File: src/rtl/spi_slave_regs_if.sv
`default_nettype none
// ============================================================================
// Module      : spi_slave_regs_if
// Description : SPI mode-0 bus bundle (cs, sclk, mosi, miso) between an SPI
//               master and the spi_slave_regs target.
// Revision    : 1.0 - initial release
// ============================================================================
interface spi_slave_regs_if;
   logic cs;
   logic sclk;
   logic mosi;
   logic miso;

   modport master (output cs, output sclk, output mosi, input miso);
   modport slave  (input cs, input sclk, input mosi, output miso);
endinterface
`default_nettype wire

File: src/rtl/spi_slave_regs.sv
`default_nettype none
// ============================================================================
// Module      : spi_slave_regs
// Description : SPI mode-0 slave with a 4-entry byte register file. All SPI
//               inputs are oversampled in the clk domain. Register 0 is a
//               read-only ID; registers 1-3 are read/write.
//               Build option: define SPI_SLAVE_AUTOINC_EN to advance the
//               address (wrapping 3->0) after every data byte.
// Revision    : 1.0 - initial release
// ============================================================================
module spi_slave_regs #(
   parameter int         SYNC_STAGES = 2,
   parameter logic [7:0] ID_VALUE    = 8'hA5
) (
   input  logic            clk,
   input  logic            rst,
   spi_slave_regs_if.slave spi,
   output logic [7:0]      reg1_q,
   output logic [7:0]      reg2_q,
   output logic [7:0]      reg3_q,
   output logic            wr_strobe,
   output logic [1:0]      wr_addr,
   output logic            busy
);

   typedef enum logic [1:0] {
      ST_IDLE = 2'd0,
      ST_CMD  = 2'd1,
      ST_DATA = 2'd2
   } state_t;

   // Input synchronisers and edge detection
   logic [SYNC_STAGES-1:0] r_cs_sync;
   logic [SYNC_STAGES-1:0] r_sclk_sync;
   logic [SYNC_STAGES-1:0] r_mosi_sync;
   logic                   r_cs_q;
   logic                   r_sclk_q;
   logic                   r_armed;
   logic                   r_sclk_rise;
   logic                   r_sclk_fall;
   logic                   r_cs_fall;
   logic                   r_cs_rise;
   logic                   r_mosi_d;
   logic                   r_busy;
   logic                   w_cs_s;
   logic                   w_sclk_s;
   logic                   w_mosi_s;

   // Protocol state and register file
   state_t     r_state;
   logic [2:0] r_bit_cnt;
   logic [6:0] r_shift_in;
   logic [7:0] r_shift_out;
   logic       r_is_read;
   logic [1:0] r_addr;
   logic       r_miso;
   logic [7:0] r_reg1;
   logic [7:0] r_reg2;
   logic [7:0] r_reg3;
   logic       r_wr_strobe;
   logic [1:0] r_wr_addr;
   logic [7:0] w_byte;
   logic [7:0] w_rd_val;
   logic [1:0] w_next_addr;

   assign w_cs_s   = r_cs_sync[SYNC_STAGES-1];
   assign w_sclk_s = r_sclk_sync[SYNC_STAGES-1];
   assign w_mosi_s = r_mosi_sync[SYNC_STAGES-1];

   // Byte as it stands once the current mosi bit is shifted in
   assign w_byte = {r_shift_in, r_mosi_d};

`ifdef SPI_SLAVE_AUTOINC_EN
   assign w_next_addr = r_addr + 2'd1;
`else
   assign w_next_addr = r_addr;
`endif

   // Read mux: register 0 is the fixed ID value
   always_comb begin
      w_rd_val = ID_VALUE;
      case (r_addr)
         2'd1:    w_rd_val = r_reg1;
         2'd2:    w_rd_val = r_reg2;
         2'd3:    w_rd_val = r_reg3;
         default: w_rd_val = ID_VALUE;
      endcase
   end

   // Synchronise SPI inputs and produce registered edge pulses with aligned mosi.
   // Chains reset to 0 and a cs fall needs a previously seen high cs, so a reset
   // taken mid-transaction cannot fake a new cs_fall.
   always_ff @(posedge clk) begin
      if (rst) begin
         r_cs_sync   <= '0;
         r_sclk_sync <= '0;
         r_mosi_sync <= '0;
         r_cs_q      <= 1'b0;
         r_sclk_q    <= 1'b0;
         r_armed     <= 1'b0;
         r_sclk_rise <= 1'b0;
         r_sclk_fall <= 1'b0;
         r_cs_fall   <= 1'b0;
         r_cs_rise   <= 1'b0;
         r_mosi_d    <= 1'b0;
         r_busy      <= 1'b0;
      end else begin
         r_cs_sync   <= {r_cs_sync[SYNC_STAGES-2:0], spi.cs};
         r_sclk_sync <= {r_sclk_sync[SYNC_STAGES-2:0], spi.sclk};
         r_mosi_sync <= {r_mosi_sync[SYNC_STAGES-2:0], spi.mosi};
         r_cs_q      <= w_cs_s;
         r_sclk_q    <= w_sclk_s;
         r_armed     <= r_armed | w_cs_s;
         r_sclk_rise <= w_sclk_s & ~r_sclk_q;
         r_sclk_fall <= ~w_sclk_s & r_sclk_q;
         r_cs_fall   <= r_cs_q & ~w_cs_s;
         r_cs_rise   <= ~r_cs_q & w_cs_s;
         r_mosi_d    <= w_mosi_s;
         r_busy      <= r_armed & ~w_cs_s;
      end
   end

   // Command/data FSM, register writes, strobe generation and miso shifting
   always_ff @(posedge clk) begin
      if (rst) begin
         r_state     <= ST_IDLE;
         r_bit_cnt   <= 3'd0;
         r_shift_in  <= 7'd0;
         r_shift_out <= 8'd0;
         r_is_read   <= 1'b0;
         r_addr      <= 2'd0;
         r_miso      <= 1'b0;
         r_reg1      <= 8'd0;
         r_reg2      <= 8'd0;
         r_reg3      <= 8'd0;
         r_wr_strobe <= 1'b0;
         r_wr_addr   <= 2'd0;
      end else begin
         r_wr_strobe <= 1'b0;
         if (r_cs_rise) begin
            // Any partial byte is dropped; committed bytes stay committed
            r_state   <= ST_IDLE;
            r_bit_cnt <= 3'd0;
            r_miso    <= 1'b0;
         end else begin
            case (r_state)
               ST_IDLE: begin
                  if (r_cs_fall) begin
                     r_state   <= ST_CMD;
                     r_bit_cnt <= 3'd0;
                     r_miso    <= 1'b0;
                  end
               end
               ST_CMD: begin
                  if (r_sclk_rise) begin
                     r_shift_in <= w_byte[6:0];
                     r_bit_cnt  <= r_bit_cnt + 3'd1;
                     if (r_bit_cnt == 3'd7) begin
                        r_is_read <= w_byte[7];
                        r_addr    <= w_byte[1:0];
                        r_state   <= ST_DATA;
                     end
                  end
               end
               ST_DATA: begin
                  if (r_sclk_rise) begin
                     r_shift_in <= w_byte[6:0];
                     r_bit_cnt  <= r_bit_cnt + 3'd1;
                     if (r_bit_cnt == 3'd7) begin
                        if (!r_is_read && r_addr != 2'd0) begin
                           r_wr_strobe <= 1'b1;
                           r_wr_addr   <= r_addr;
                           case (r_addr)
                              2'd1:    r_reg1 <= w_byte;
                              2'd2:    r_reg2 <= w_byte;
                              default: r_reg3 <= w_byte;
                           endcase
                        end
                        r_addr <= w_next_addr;
                     end
                  end else if (r_sclk_fall && r_is_read) begin
                     // Byte boundary: capture the register so later local writes
                     // cannot disturb the byte being shifted out
                     if (r_bit_cnt == 3'd0) begin
                        r_miso      <= w_rd_val[7];
                        r_shift_out <= {w_rd_val[6:0], 1'b0};
                     end else begin
                        r_miso      <= r_shift_out[7];
                        r_shift_out <= {r_shift_out[6:0], 1'b0};
                     end
                  end
               end
               default: begin
                  r_state <= ST_IDLE;
                  r_miso  <= 1'b0;
               end
            endcase
         end
      end
   end

   assign spi.miso  = r_miso;
   assign reg1_q    = r_reg1;
   assign reg2_q    = r_reg2;
   assign reg3_q    = r_reg3;
   assign wr_strobe = r_wr_strobe;
   assign wr_addr   = r_wr_addr;
   assign busy      = r_busy;

endmodule
`default_nettype wire
File: src/flat_wrapper.sv
// flat-port wrapper written by rule: the top's interface ports become plain ports
module spi_slave_regs_flat 
#(
   parameter int         SYNC_STAGES = 2,
   parameter logic [7:0] ID_VALUE    = 8'hA5
)
  (clk, rst, reg1_q, reg2_q, reg3_q, wr_strobe, wr_addr, busy, spi_cs, spi_sclk, spi_mosi, spi_miso);
  spi_slave_regs_if spi_i ();
  input  logic clk;
  input  logic rst;
  output logic [7:0] reg1_q;
  output logic [7:0] reg2_q;
  output logic [7:0] reg3_q;
  output logic wr_strobe;
  output logic [1:0] wr_addr;
  output logic busy;
  input wire logic [$bits(spi_i.cs)-1:0] spi_cs;
  input wire logic [$bits(spi_i.sclk)-1:0] spi_sclk;
  input wire logic [$bits(spi_i.mosi)-1:0] spi_mosi;
  output wire logic [$bits(spi_i.miso)-1:0] spi_miso;
  assign spi_i.cs = spi_cs;
  assign spi_i.sclk = spi_sclk;
  assign spi_i.mosi = spi_mosi;
  assign spi_miso = spi_i.miso;
  spi_slave_regs #(.SYNC_STAGES(SYNC_STAGES), .ID_VALUE(ID_VALUE)) u_core (.clk(clk), .rst(rst), .spi(spi_i), .reg1_q(reg1_q), .reg2_q(reg2_q), .reg3_q(reg3_q), .wr_strobe(wr_strobe), .wr_addr(wr_addr), .busy(busy));
endmodule
File: config.mk
export PLATFORM = sky130hd
export DESIGN_NAME = spi_slave_regs_flat
export DESIGN_NICKNAME = d
export VERILOG_FILES = /design/src/rtl/spi_slave_regs_if.sv /design/src/rtl/spi_slave_regs.sv /design/src/flat_wrapper.sv
export SDC_FILE = /design/constraint.sdc
export NUM_CORES = 1
export LEC_CHECK = 0
export ABC_AREA = 1
export BUFFER_PORTS_ARGS = -buffer_cell sky130_fd_sc_hd__buf_2
export CORE_MARGIN = 5
export CORE_UTILIZATION = 34
export DETAILED_ROUTE_END_ITERATION = 16
export GPL_ROUTABILITY_DRIVEN = 0
export GPL_TIMING_DRIVEN = 0
export PLACE_DENSITY = 0.57
export SETUP_SLACK_MARGIN = 0.4
export SLEW_MARGIN = 20
export SYNTH_ARGS = -nofsm -noshare
export SYNTH_HDL_FRONTEND = slang
export SYNTH_SLANG_ARGS = --single-unit
File: constraint.sdc
create_clock -name clk -period 1.95 [get_ports clk]
set_clock_uncertainty 0.15 [all_clocks]
set_input_delay 0.39 -clock clk [delete_from_list [all_inputs] [get_ports clk]]
set_output_delay 0.39 -clock clk [all_outputs]
set_load 0.01 [all_outputs]
==> Word-level counts from Yosys, hierarchy flattened <==
Cells that the tools add are included.
{ "classes": {"eq_ne": 12, "add_sub_neg": 1, "n_reduce_logical": 21, "n_bitwise": 16, "n_mux": 15} }
{ "op_table": {"columns": ["op", "count"], "rows": [
  ["$pmux 8 s3", 1],
  ["$reduce_and 6->1", 3],
  ["$reduce_and 4->1", 4],
  ["$ne 2x1->1 const B", 5],
  ["$not 1->1", 10],
  ["$mux 8", 1],
  ["$eq 2x2->1 const B", 3],
  ["$mux 2", 3],
  ["$mux 3", 2],
  ["$pmux 2 s3", 1],
  ["$pmux 3 s2", 1],
  ["$reduce_and 3->1", 2],
  ["$reduce_or 2->1", 3],
  ["$and 1x1->1", 5],
  ["$mux 1", 5],
  ["$reduce_and 5->1", 1],
  ["$reduce_or 5->1", 1],
  ["$eq 2x1->1 const B", 2],
  ["$reduce_bool 2->1", 2],
  ["$add 3x1->3 const B", 1],
  ["$eq 3x3->1 const B", 1],
  ["$logic_not 3->1", 1],
  ["$pmux 1 s3", 1],
  ["$logic_and 1x1->1", 2],
  ["4 further kinds", 4]
]} }
{ "word_totals": {"output_inout_bits": 29, "input_bits": 5, "reg_bits": 66, "elab_cells": 89} }

==> Logic depth before layout (Yosys ltp) <==
{ "logic_depth": {"word_depth": 6, "depth_mapped": 9, "mapped_depth_nobuf": 9} }

==> Worst setup path after synthesis <==
No wires, ideal clock.
{ "synth_timing": {"path_type": "register -> register", "from": "register u_core.r_addr[0]", "to": "register u_core.r_reg3[0], in the netlist u_core.reg3_q[0]", "path_stages_with_launch": 8, "t_arrival_ns": 1.342, "path_buffers": 0, "period_less_slack_ns": 1.625, "t_required_ns": 1.668, "setup_ns": 0.132, "slack_ns": 0.325, "cell_sequence": "dfxtp_1 inv_1 ha_1 or2_1 nor2_4 nand2_2 nand2_1 a21oi_1"} }
{ "synth_via": {"elab_chain_cells": 4, "word_cells_on_any_way": 7, "cone_classes": "2 x eq/ne; 1 x bitwise; 4 x reduce/logical"} }
{ "synth_rtl": {"columns": ["item", "line_no", "text"], "rows": [
  ["from (decl)", "spi_slave_regs.sv:55", "logic [1:0] r_addr;"],
  ["from (signal assigned)", "spi_slave_regs.sv:160", "r_addr <= w_byte[1:0];"],
  ["from (signal assigned)", "spi_slave_regs.sv:179", "r_addr <= w_next_addr;"],
  ["$eq 2x1->1 / $eq 2x2->1 (equally long branches)", "spi_slave_regs.sv:173", "case (r_addr)"],
  ["$reduce_or 2->1 (no source line)", null, null],
  ["$not 1->1 (no source line)", null, null],
  ["$reduce_and 6->1 (no source line) (*)", null, null],
  ["to (signal assigned)", "spi_slave_regs.sv:176", "default: r_reg3 <= w_byte;"],
  ["to (decl)", "spi_slave_regs.sv:59", "logic [7:0] r_reg3;"]
]} }
Mark *: on every way between the ends. The rest lies on a longest branch, timed or not.
A chain may end at the register's enable or synchronous reset.

==> Worst setup path in the final report <==
{ "layout_timing": {"from": "register u_core.r_addr[1]", "to": "register u_core.r_reg1[1], in the netlist u_core.reg1_q[1]"} }
{ "layout_via": {"elab_chain_cells": 3, "word_cells_on_any_way": 4, "cone_classes": "1 x eq/ne; 3 x reduce/logical"} }
{ "layout_rtl": {"columns": ["item", "line_no", "text"], "rows": [
  ["$reduce_bool 2->1", "spi_slave_regs.sv:170", "if (!r_is_read && r_addr != 2'd0) begin"],
  ["$logic_and 1x1->1", "spi_slave_regs.sv:170", null],
  ["$reduce_and 6->1 (no source line) (*)", null, null],
  ["to (signal assigned)", "spi_slave_regs.sv:174", "2'd1: r_reg1 <= w_byte;"],
  ["to (decl)", "spi_slave_regs.sv:57", "logic [7:0] r_reg1;"]
]} }
Marks and branches as above.

==> out/results.tsv <==
metric	value	unit
outcome	completed	
synth unique cells	23	
Setup CP Type	reg2reg	
Crit path arrival time	1660	ps
flop and latch count out of synthesis	65	
Setup crit end	u_core.reg1_q[1]	
vias in the first global route	2391	
Post-Route WL	7680	um
antenna-violating nets left	0	
final non-filler cell total	532	
hold path startpoint	spi_cs	
startpoint types	flop	
Initial Util	0.352	
Synth Cell Area	0.00274	mm^2
Clock Sinks	65	
CTS Root Cell	clkbuf_8	
Gate Count Post-Synth	359	
CTS tree	done	
drt pass-1 iters	4	
commonest cells after routing, fill and taps aside	dfxtp_1, nand2_1, a21oi_1, buf_2, inv_1	
CTS max path bufs	2	
total power	3.15	mW
initial antenna violation count	0	
Critical Path RT	2000	ps
Peak Freq	0.624	GHz
PortBufs	32	
post-synthesis sequential area ratio	0.475	
CP Max Fanout	8	
setup TNS	0	ps
Antenna diodes	0	
R2R Setup Slk	350	ps
Reg2Reg Depth	9	
via density per instance	4.85	
syn_nets	376	
# DRC	0	
grt met1 use	0.203	
most common cell after layout, fill and taps aside	dfxtp_1	
Final Critical Period	1600	ps
Crit. Startpoint	u_core.r_addr[1]	
die width	99.7	um
Reg clk slew, reported paths	70	ps
r2r startpoint	u_core.r_addr[1]	
Die ar.	0.00995	mm^2
worst min-delay path category	in2reg	
Detailed Route Iter0 Violations	157	
Clock Latency Late Sink	340	ps
Most Crowded Layer GR	met2	
met2 usage	0.254	
WHS Path Cells	3	
M3 GR Usage	0.0316	
max cap viols	0	
layout cells sized above 1	0.353	
Avg WL per Cell	14.4	um
CP Capture Type	flop	
Die Height	99.7	um
Slew @ Worst Pin	540	ps
first-pass GRT wire length	12200	um
Vias	2578	
period utilization	0.822	
P&R area growth vs syn	41.0	%
total number of H-tree levels	3	
Core Area	0.00777	mm^2
CTS Buf Count	9	
setup violators final	0	
Rows	32	
Ports	34	
Worst VDD drop	0.544	mV
Fin. Hold Viols	0	
power per standard cell area	817	mW/mm^2
dpl hpwl	5120	um
Max Slew Vio Count	0	
Leak	1.55	nW
global route overflow	0	
Hold-fix buffers, CTS	0	
Rel. slew slack	0.640	
syn_area_per_cell	7.63	um^2
R2R Path End	u_core.reg1_q[1]	
DP Cell Count	493	
gr usage total	0.158	
RSZ-0062 raised after global routing	true	
fin nets	443	
Synth warnings	0	
largest net degree at the start of global routing	11	
registers in the layout, summed over array words and instances, names as in the netlist, 2 cells and up:
name	cells
u_core.r_cs_sync	2
u_core.r_mosi_sync	2
u_core.r_addr	2
u_core.wr_addr	2
u_core.r_sclk_sync	2
u_core.reg2_q	8
u_core.r_shift_in	7
u_core.r_bit_cnt	3
u_core.r_state	2
u_core.reg1_q	8
u_core.r_shift_out	7
u_core.reg3_q	8
critical path, stage by stage, from the launching register on:
cell     delay [ps]
dfxtp_4         370
inv_4            70
ha_2            170
buf_6           120
nand2_2          70
nor2_4          180
buf_12          130
nand2_8          80
nand2_1          60
a21oi_1          60
area by class of cell:
cell class | count | area (um^2)
multi-input cells | 241 | 1510
clock inverters | 3 | 40.0
inverters | 40 | 160
plain buffers | 14 | 114
well taps | 102 | 128
repair buffers | 55 | 437
clock buffers | 12 | 155
fillers | 773 | 3910
flip-flops and latches | 65 | 1320
per-layer routing:
layer	part of all wire	routed length (um)
met2	0.50	3830
met4	0.019	144
met5	0	0
met1	0.44	3370
met3	0.042	325
cells by family (layout without fill, tap and decap cells):
| kind of cell | after synthesis | in the layout | share of synthesized area |
|---|---|---|---|
| and+or+nand+nor | 154 | 155 | 0.254 |
| AOI/OAI and AO/OA | 74 | 74 | 0.135 |
| DFF | 65 | 65 | 0.475 |
| buffers and inverters | 54 | 124 | 0.0809 |
| adders and majority gates | 12 | 12 | 0.0548 |
repair_timing:
action	in CTS	in global routing
setup endpoints to repair	47	46
resized for setup	57	47
pin swaps	21	30
setup buffers	12	8
cloned	3	1
worst min path at each step:
stage | end
floorplan | u_core.r_cs_sync[1]
finish | u_core.r_cs_sync[0]
global placement | u_core.r_mosi_d
CTS | u_core.r_cs_sync[0]
global route | u_core.r_sclk_sync[0]
detailed placement | u_core.r_mosi_d
synth_stat cells:
library cell | n | area share
a21oi_1 | 51 | 0.093
buf_1 | 3 | 0.0041
buf_2 | 4 | 0.0073
buf_4 | 3 | 0.0082
clkbuf_1 | 4 | 0.0055
dfxtp_1 | 65 | 0.48
ha_1 | 12 | 0.055
inv_1 | 38 | 0.052
inv_2 | 1 | 0.0014
inv_4 | 1 | 0.0023
nand2_1 | 70 | 0.096
nand2_2 | 4 | 0.0091
nand3_1 | 38 | 0.069
nand3_4 | 1 | 0.0064
nand4_1 | 3 | 0.0069
nor2_1 | 27 | 0.037
nor2_2 | 1 | 0.0023
nor2_4 | 3 | 0.012
nor3_1 | 4 | 0.0073
o21ai_0 | 21 | 0.038
o21ai_1 | 2 | 0.0037
or2_1 | 1 | 0.0023
or2_2 | 2 | 0.0046
per-stage QoR:
| stage | setup slack (ps) | cell area (um^2) | utilization | hold slack [ps] |
|---|---|---|---|---|
| after floorplan | 401 | 2750 | - | 238 |
| after global placement | 168 | 3030 | 0.390 | 239 |
| after detailed placement | 140 | 3030 | 0.390 | 247 |
| after CTS | 304 | 3640 | 0.469 | 94.1 |
| after global routing | 284 | 3860 | 0.497 | 96.6 |
| final | 346 | 3860 | 0.497 | 105 |
power by group:
part           switching [mW]  internal, mW  total [mW]
sequential             0.0458          1.37        1.42
combinational           0.347         0.242       0.590
clock                   0.497         0.649        1.15
Note: power is estimated with default switching activity, not from simulation.
